## config.mk

```make
export PLATFORM = sky130hd
export DESIGN_NAME = pe_multi_filter_mac
export DESIGN_NICKNAME = d
export VERILOG_FILES = /design/src/rtl/pe_multi_filter_mac.sv
export SDC_FILE = /design/constraint.sdc
export NUM_CORES = 2
export LEC_CHECK = 0
export ABC_AREA = 1
export BUFFER_PORTS_ARGS = -buffer_cell sky130_fd_sc_hd__buf_2
export CORE_ASPECT_RATIO = 0.75
export CORE_UTILIZATION = 51
export DETAILED_ROUTE_END_ITERATION = 6
export HOLD_SLACK_MARGIN = 0.02
export PLACE_DENSITY = 0.7
export SETUP_SLACK_MARGIN = 0.5
export SLEW_MARGIN = 0
export SYNTH_ARGS = -nofsm -noshare
export SYNTH_HDL_FRONTEND = slang
export SYNTH_SLANG_ARGS = --single-unit
```

## constraint.sdc

```tcl
create_clock -name clk -period 4.1 [get_ports clk]
set_clock_uncertainty 0.05 [all_clocks]
set_input_delay 0 -clock clk [delete_from_list [all_inputs] [get_ports clk]]
set_output_delay 0 -clock clk [all_outputs]
set_load 0.03 [all_outputs]
```

## src/rtl/pe_multi_filter_mac.sv

```systemverilog
// pe_multi_filter_mac: buffers one IF window and runs up to NUM_FILT stored filters over it,
// streaming one (optionally psum-augmented) result per filter.
module pe_multi_filter_mac #(
    parameter int IF_WIDTH   = 8,
    parameter int FILT_WIDTH = 8,
    parameter int FILT_DEPTH = 16,
    parameter int NUM_FILT   = 4,
    parameter int ACC_WIDTH  = IF_WIDTH + FILT_WIDTH + $clog2(FILT_DEPTH)
) (
    input  logic                                     clk,
    input  logic                                     rst,
    input  logic                                     filt_wen,
    input  logic [$clog2(NUM_FILT*FILT_DEPTH)-1:0]   filt_waddr,
    input  logic [FILT_WIDTH-1:0]                    filt_wdata,
    input  logic                                     start,
    input  logic [$clog2(FILT_DEPTH+1)-1:0]          filt_len,
    input  logic [$clog2(NUM_FILT+1)-1:0]            num_filt,
    input  logic                                     if_shift,
    input  logic [$clog2(FILT_DEPTH+1)-1:0]          stride,
    input  logic                                     psum_en,
    input  logic                                     if_valid,
    output logic                                     if_ready,
    input  logic [IF_WIDTH-1:0]                      if_data,
    input  logic                                     psum_valid,
    output logic                                     psum_ready,
    input  logic [ACC_WIDTH-1:0]                     psum_in,
    output logic                                     out_valid,
    input  logic                                     out_ready,
    output logic [ACC_WIDTH:0]                       out_data,
    output logic                                     out_last,
    output logic                                     busy,
    output logic                                     done,
    output logic                                     cmd_err
);
    localparam int AW = $clog2(NUM_FILT * FILT_DEPTH);
    localparam int LW = $clog2(FILT_DEPTH + 1);
    localparam int NW = $clog2(NUM_FILT + 1);
    localparam int KW = $clog2(FILT_DEPTH);

    typedef enum logic [2:0] {IDLE, LOAD, MAC, DRAIN, OUT} state_t;
    state_t state, nxt;

    logic [LW-1:0] len_r, stride_r, ld_cnt, k, ld_n;
    logic [NW-1:0] nf_r, f;
    logic shift_r, pen_r, first_ld, dr, v1, v2;
    logic cmd_ok, accept, xfer, last_f;
    logic [IF_WIDTH-1:0] win [FILT_DEPTH];
    logic [FILT_WIDTH-1:0] wgt [NUM_FILT*FILT_DEPTH];
    logic [IF_WIDTH-1:0] s1_x;
    logic [FILT_WIDTH-1:0] s1_w;
    logic [IF_WIDTH+FILT_WIDTH-1:0] prod;
    logic [ACC_WIDTH-1:0] acc;
    logic [AW-1:0] raddr;

    assign cmd_ok = filt_len != '0 && filt_len <= LW'(FILT_DEPTH) && num_filt != '0 &&
                    num_filt <= NW'(NUM_FILT) && !(if_shift && (stride == '0 || stride > filt_len));
    assign ld_n       = shift_r ? stride_r : len_r;
    assign if_ready   = state == LOAD && ld_cnt < ld_n;
    assign accept     = if_valid && if_ready;
    assign last_f     = f == nf_r - NW'(1);
    assign out_valid  = state == OUT && (pen_r ? psum_valid : 1'b1);
    assign psum_ready = state == OUT && pen_r && out_ready;
    assign xfer       = out_valid && out_ready;
    assign out_last   = state == OUT && last_f;
    assign out_data   = state == OUT ? {1'b0, acc} + (pen_r ? {1'b0, psum_in} : '0) : '0;
    assign busy       = state != IDLE;
    assign raddr      = AW'(f) * AW'(FILT_DEPTH) + AW'(k);

    always_comb begin
        nxt = state;
        unique case (state)
            IDLE:    nxt = start && cmd_ok ? LOAD : IDLE;
            LOAD:    nxt = accept && ld_cnt == ld_n - LW'(1) ? MAC : LOAD;
            MAC:     nxt = k == len_r - LW'(1) ? DRAIN : MAC;
            DRAIN:   nxt = dr ? OUT : DRAIN;
            OUT:     nxt = xfer ? (last_f ? IDLE : MAC) : OUT;
            default: nxt = IDLE;
        endcase
    end

    always_ff @(posedge clk)
        if (!rst) state <= IDLE;
        else state <= nxt;

    always_ff @(posedge clk) begin
        if (!rst) begin
            {len_r, stride_r, ld_cnt, k, nf_r, f} <= '0;
            {shift_r, pen_r, first_ld, dr, v1, v2, done, cmd_err} <= '0;
            {s1_x, s1_w, prod, acc} <= '0;
        end else begin
            done    <= state == OUT && nxt == IDLE;
            cmd_err <= state == IDLE && start && !cmd_ok;
            v1      <= state == MAC;
            v2      <= v1;
            dr      <= state == DRAIN ? ~dr : 1'b0;
            s1_x    <= win[KW'(k)];
            s1_w    <= wgt[raddr];
            prod    <= {{FILT_WIDTH{1'b0}}, s1_x} * {{IF_WIDTH{1'b0}}, s1_w};
            if (state == IDLE && start && cmd_ok) begin
                len_r    <= filt_len;
                nf_r     <= num_filt;
                shift_r  <= if_shift;
                stride_r <= stride;
                pen_r    <= psum_en;
                ld_cnt   <= '0;
                f        <= '0;
                first_ld <= 1'b1;
            end
            if (state == LOAD) first_ld <= 1'b0;
            if (accept) ld_cnt <= ld_cnt + LW'(1);
            if (state == MAC) k <= k + LW'(1);
            // every filter starts from a clean accumulator; the pipeline is empty on entry
            if (nxt == MAC && state != MAC) begin
                k   <= '0;
                acc <= '0;
            end else if (v2) begin
                acc <= acc + ACC_WIDTH'(prod);
            end
            if (xfer && !last_f) f <= f + NW'(1);
        end
    end

    always_ff @(posedge clk) begin
        if (state == IDLE && filt_wen) wgt[filt_waddr] <= filt_wdata;
        if (state == LOAD && first_ld && shift_r)
            for (int i = 0; i < FILT_DEPTH; i++)
                if (i + int'(stride_r) < int'(len_r)) win[KW'(i)] <= win[KW'(i + int'(stride_r))];
        if (accept) win[KW'(len_r - ld_n + ld_cnt)] <= if_data;
    end
endmodule
```

After elaboration in Yosys (flattened, before gate mapping)
Memory sizes are Yosys's and may differ from the RTL's. A register that Yosys moved wholly into a read port is not among the register bits.
Index checks and enable logic that the tools add are counted.

cells by class
  $mul = 1
  $add $sub $neg = 26
  muxes and demuxes = 69
  eq/ne operators = 9
  order comparisons = 20
  reductions and logical operators = 40
  bitwise operators = 2

operators with widths
  kind                                                                 count
  6-bit by 5-bit < comparator with 1-bit output                        15
  1-bit 2-to-1 mux                                                     55
  4-bit by 5-bit adder with 6-bit output (first input constant)        8
  3-bit by 5-bit adder with 6-bit output (first input constant)        4
  1-bit logical AND                                                    23
  20-bit by 20-bit adder with 21-bit output                            1
  21-bit 2-to-1 mux                                                    1
  20-bit by 16-bit adder with 20-bit output                            1
  20-bit 2-to-1 mux                                                    1
  8-bit by 8-bit multiplier with 16-bit output                         1
  5-bit 2-to-1 mux                                                     3
  3-bit one-hot mux with 5 select lines                                1
  2-bit by 5-bit adder with 6-bit output (first input constant)        2
  3-bit 2-to-1 mux                                                     4
  5-bit by 1-bit adder with 5-bit output (second input constant)       2
  5-bit == test                                                        2
  5-bit < comparator                                                   2
  5-bit by 1-bit subtractor with 5-bit output (second input constant)  2
  3-bit by 2-bit == test with 1-bit output (second input constant)     3
  4-bit 2-to-1 mux                                                     2
  1-bit by 5-bit adder with 6-bit output (first input constant)        1
  6-bit by 5-bit adder with 6-bit output                               1
  3-bit logical NOT                                                    2
  3-bit nonzero test                                                   2
  20 further kinds                                                     28

storage, ports and cells
  bits in writable memories = 640
  word-level logic and storage cells = 186
  input port bits = 64
  register bits after elaboration = 73
  memories = 2
  output and inout port bits = 28

memory list
  name  depth  width  read ports  clocked after Yosys merged registers in  write ports  line  RTL
  wgt   64     8      1           1                                        1            48    logic [FILT_WIDTH-1:0] wgt [NUM_FILT*FILT_DEPTH];
  win   16     8      17          2                                        17           47    logic [IF_WIDTH-1:0] win [FILT_DEPTH];

Depth between registers and ports, before layout
  depth after elaboration = 11
  depth in mapped cells = 21
  gate-level depth less buffers = 20

Worst setup path before layout
OpenSTA, ideal clock, no wires.

  kind = register to register
  start point = reg s1_x[2], read port of win
  end point = reg prod[13]
  arrival time = 3980 ps
  path buffers = 1
  stages on the path, launching flop included = 20
  setup time = 118 ps
  clock period less this slack = 4148 ps
  data required time = 3932 ps
  slack = -48 ps
  cell sequence = dfxtp_1 -> clkbuf_1 -> nand2_1 -> fa_1 -> fa_1 -> inv_1 -> fa_1 -> inv_1 -> fa_1 -> inv_1 -> ha_1 -> nand2_1 -> inv_1 -> a21oi_1 -> o21ai_0 -> inv_1 -> nor2_1 -> nor2_1 -> o21ai_0 -> nor2_1

on the way
  cells in the longest elaborated chain, start to end = 1

RTL lines
  what                                          line  RTL
  start: declaration                            49    logic [IF_WIDTH-1:0] s1_x;
  8-bit by 8-bit multiplier with 16-bit output  98    prod <= {{FILT_WIDTH{1'b0}}, s1_x} * {{IF_WIDTH{1'b0}}, s1_w};
  end signal: assignment                        98
  end: declaration                              51    logic [IF_WIDTH+FILT_WIDTH-1:0] prod;

No other way between the ends.
A chain may end at the register's enable or synchronous reset.

Worst setup path after layout
  start point = reg s1_x[2], read port of win
  end point = reg prod[14]

The elaborated chain is that of the path after synthesis.

==> impl_metrics.csv <==
group,metric,value,unit
run_status,outcome,"finished with violations",
run_status,failed_checks,"design-rule violations",
synth,synth_cell_types,53,
sta,rsz0062_at_grt,"true",
worst_setup_path,cp-startpoint,"s1_x[2]$_SDFF_PN0_",
floorplan,die_x,342,um
detailed_routing,wl_per_cell,22.2,um
detailed_routing,wl_met1,61.2,mm
clock_tree,clockBufferDepth,3,
power_and_ir_drop,pwr-share-seq,0.443,
global_routing,overflow,0,
floorplan,core-area,85900,um2
worst_setup_path,crit_path_frequent_cell,"fa_1",
clock_tree,cts_root_buf,"clkbuf_16",
power_and_ir_drop,total_leakage_power,20.3,nW
place,port_buffers,91,
worst_setup_path,critPathRequiredTime,4.58,ns
floorplan,ios,92,
global_routing,antenna_found_initial,1,
clock_tree,htree_levels,3,
power_and_ir_drop,vdd_ir_drop_max,322,uV
power_and_ir_drop,p_int,13.5,mW
worst_setup_path,cp_cell_sequence,"buf_6, buf_6, nand2_4, inv_2, fa_1, fa_1, fa_1, inv_1, fa_1, inv_2, ha_4, a21oi_4, o21ai_4, buf_4, nand2_1, nand4_1, o21ai_1, a21oi_2",
power_and_ir_drop,combinationalPowerShare,0.160,
place,post-place-cells,6427,
cells_and_area,diodes,0,
cells_and_area,drive_gt1_frac,0.106,
place,dp_worst_setup_slack,0.0609,ns
global_routing,grt_start_max_net_pins,133,
power_and_ir_drop,switchingPower,5.19,mW
global_routing,grt_use_total,0.329,
sta,period_share,0.947,
synth,synth_cells,5348,
sta,max_freq,258,MHz
worst_setup_path,reg2reg_to,"prod[14]$_SDFF_PN0_",
sta,setup_tns,0,ns
synth,ys_ff_latch,733,
clock_tree,cts_buffers,77,
detailed_routing,routed_wl,148,mm
place,post-dp-hpwl,93.9,mm
sta,setup_violations,0,
detailed_routing,wl_met3,19.3,mm
clock_tree,clkTransAtPathRegs,0.06,ns
worst_setup_path,arrival,4.36,ns
detailed_routing,route.met2.wl,62.0,mm
sta,period_needed,3.88,ns
floorplan,rows,93,
cells_and_area,layoutNonFillerInstCount,6654,
sta,maxSlewHeadroom,0.276,
synth,syn_area,44200,um2
synth,synth_nets,5604,
power_and_ir_drop,pwr-share-clk,0.397,
detailed_routing,highest_layer,"met5",
job,maxCapViolations,0,
detailed_routing,first_pass_iters,7,
floorplan,start_util,0.515,
worst_setup_path,reg2reg_depth,18,
detailed_routing,vias,40100,
worst_setup_path,cp-end-kind,"flop",
worst_setup_path,crit_end,"prod[14]$_SDFF_PN0_",
worst_setup_path,crit_path_max_fanout,6,
power_and_ir_drop,p_per_area,373,nW/um2
power_and_ir_drop,power.total,18.7,mW
sta,worst_slack,0.217,ns
sta,maxSlewViolCount,0,
global_routing,grt_pass1_wl,221,mm
detailed_routing,drc,12,
worst_setup_path,startpoint_type,"flop",
global_routing,grt_pass1_vias,36500,
cells_and_area,final_cell_mix,"nand2_1 (1215), o21ai_0 (814), edfxtp_1 (640)",
floorplan,die_height,257,um
synth,ys_warn_count,0,
detailed_routing,drtAntennaViolNets,0,
clock_tree,cts.sinks,733,
cells_and_area,fin_nets,5710,
worst_setup_path,path_buf_inv,6,
cells_and_area,final_util,0.583,
worst_setup_path,cp_slowest_cell,"fa_1",
worst_setup_path,slowest_delay,0.51,ns
cells_and_area,syn2layout_area_growth,13.2,%
min_path,holdCritPathClass,"in2reg",
synth,ys_seq_area_frac,0.476,
worst_setup_path,crit_family,"adder cells",
synth,syn_avg_cell_area,8.27,um2
cells_and_area,layout_commonest_cell,"nand2_1",
place,gp_congestion,0.988,
sta,hold_violations,0,
worst_setup_path,crit_cells,18,
clock_tree,cts_tree,"built",
floorplan,die_area,88000,um2
power_and_ir_drop,p_sw_frac,0.277,
sta,worst_pin_slew,1.09,ns
clock_tree,clk_latency,0.65,ns
worst_setup_path,r2r-start,"s1_x[2]$_SDFF_PN0_",
detailed_routing,routed_via_density,6.03,
cells_and_area,fill_cells,7609,
detailed_routing,drt_iter0_drc,5494,
worst_setup_path,worstSetupPathType,"reg2reg",
worst_setup_path,r2r_slack,0.22,ns
==> per-stage QoR <==
step | hold slack [ns] | cell area [um2]
2_1_floorplan | 0.0489 | 44400
3_3_place_gp | 0.220 | 46300
3_5_place_dp | 0.216 | 46300
4_1_cts | 0.0728 | 49800
5_1_grt | 0.123 | 50100
6_report | 0.119 | 50100
==> tightest hold or removal path, stage by stage <==
cell	delay (ns)
buf_2	0.13
nand4_1	0.09
buf_4	0.23
nor2_1	0.16
==> how the worst min path moves through the flow <==
stage,from,endpoint,slack (ns),depth (start not counted)
6_report,filt_waddr[2],wgt[60][1]$_DFFE_PP_,0.12,4
5_1_grt,filt_waddr[2],wgt[60][6]$_DFFE_PP_,0.12,4
4_1_cts,filt_waddr[2],wgt[60][6]$_DFFE_PP_,0.07,4
3_5_place_dp,start,cmd_err$_SDFF_PN0_,0.22,3
3_3_place_gp,start,cmd_err$_SDFF_PN0_,0.22,3
2_1_floorplan,filt_wdata[0],wgt[0][0]$_DFFE_PP_,0.05,0
==> state kept, by name, summed over array words and instances, names as in the netlist, 5 cells and up, named ones only <==
| register | count |
|---|---|
| stride_r | 5 |
| acc | 20 |
| s1_w | 8 |
| wgt | 512 |
| k | 5 |
| prod | 16 |
| len_r | 5 |
| s1_x | 8 |
| ld_cnt | 5 |
| win | 128 |
==> layout make-up <==
class | count | area, um2 | share of cell area
multi-input combinational | 3869 | 20600 | 0.411
sequential | 733 | 21100 | 0.422
clock buffer | 93 | 2040 | 0.0407
inverter | 430 | 1640 | 0.0326
timing repair buffer | 343 | 2680 | 0.0534
clock inverter | 46 | 603 | 0.0120
tap | 1140 | 1430 | 0.0285
==> timing repair <==
action | CTS | global route
endpoints found under the hold margin | 342 | 0
gates resized for setup | 58 | 38
pin swaps | 24 | 21
buffers inserted | 15 | 12
setup endpoints to repair | 42 | 159
hold buffers | 61 | 0
==> power groups by stage <==
stage          Clock [mW]  Combinational [mW]  Sequential (mW)
2_1_floorplan           0                1.95             8.43
3_3_place_gp            0                2.73             8.45
3_5_place_dp            0                2.77             8.45
4_1_cts              7.47                2.86             8.29
5_1_grt              7.75                3.28             8.29
6_report             7.42                2.99             8.29
==> metal layers <==
| metal | up-vias | global-route usage |
|---|---|---|
| li1 | 18500 | - |
| met4 | 2 | 0.103 |
| met3 | 327 | 0.0774 |
| met2 | 2432 | 0.481 |
| met5 | - | 0 |
| met1 | 18900 | 0.481 |
==> synthesized netlist by cell type, drive strengths merged <==
cell type     n  area, um2
nand3b        9       71.3
o21ai       893       4500
a31oi        28        175
o211ai       69        518
a21boi        2       15.0
xor2         30        278
nor4          3       18.8
edfxtp      640      19200
o21bai        6       45.0
nor2        503       1950
and2          3       18.8
ha          150       1880
xnor2        16        148
fa           42        841
mux2i        66        661
o31ai         4       30.0
inv         424       1600
nand3       230       1160
o22ai        41        257
and3          8       50.1
nor3b         1       7.51
clkbuf      206        773
or2          44        275
a21o         19        143
a22oi        13       97.6
buf         110        558
nor3         17        123
clkinv        6       22.5
o21a          4       30.0
o221ai        4       35.0
a21oi       397       1990
dfxtp        93       1860
nand2      1243       4740
nand4        19        134
a211oi        5       37.5
==> cell families (layout without fill, tap and decap cells) <==
| kind of cell | Yosys count | count (layout) | share of synthesized area |
|---|---|---|---|
| AO/OA/AOI/OAI | 1485 | 1485 | 0.178 |
| XOR/XNOR | 46 | 46 | 0.00961 |
| adder cells (fa/ha/maj) | 192 | 192 | 0.0614 |
| buffers and inverters | 746 | 912 | 0.0667 |
| flip-flops | 733 | 733 | 0.476 |
| multiplexers | 66 | 66 | 0.0149 |
| AND/OR/NAND/NOR | 2080 | 2080 | 0.193 |
No activity file was read; power rests on OpenSTA's default activity.
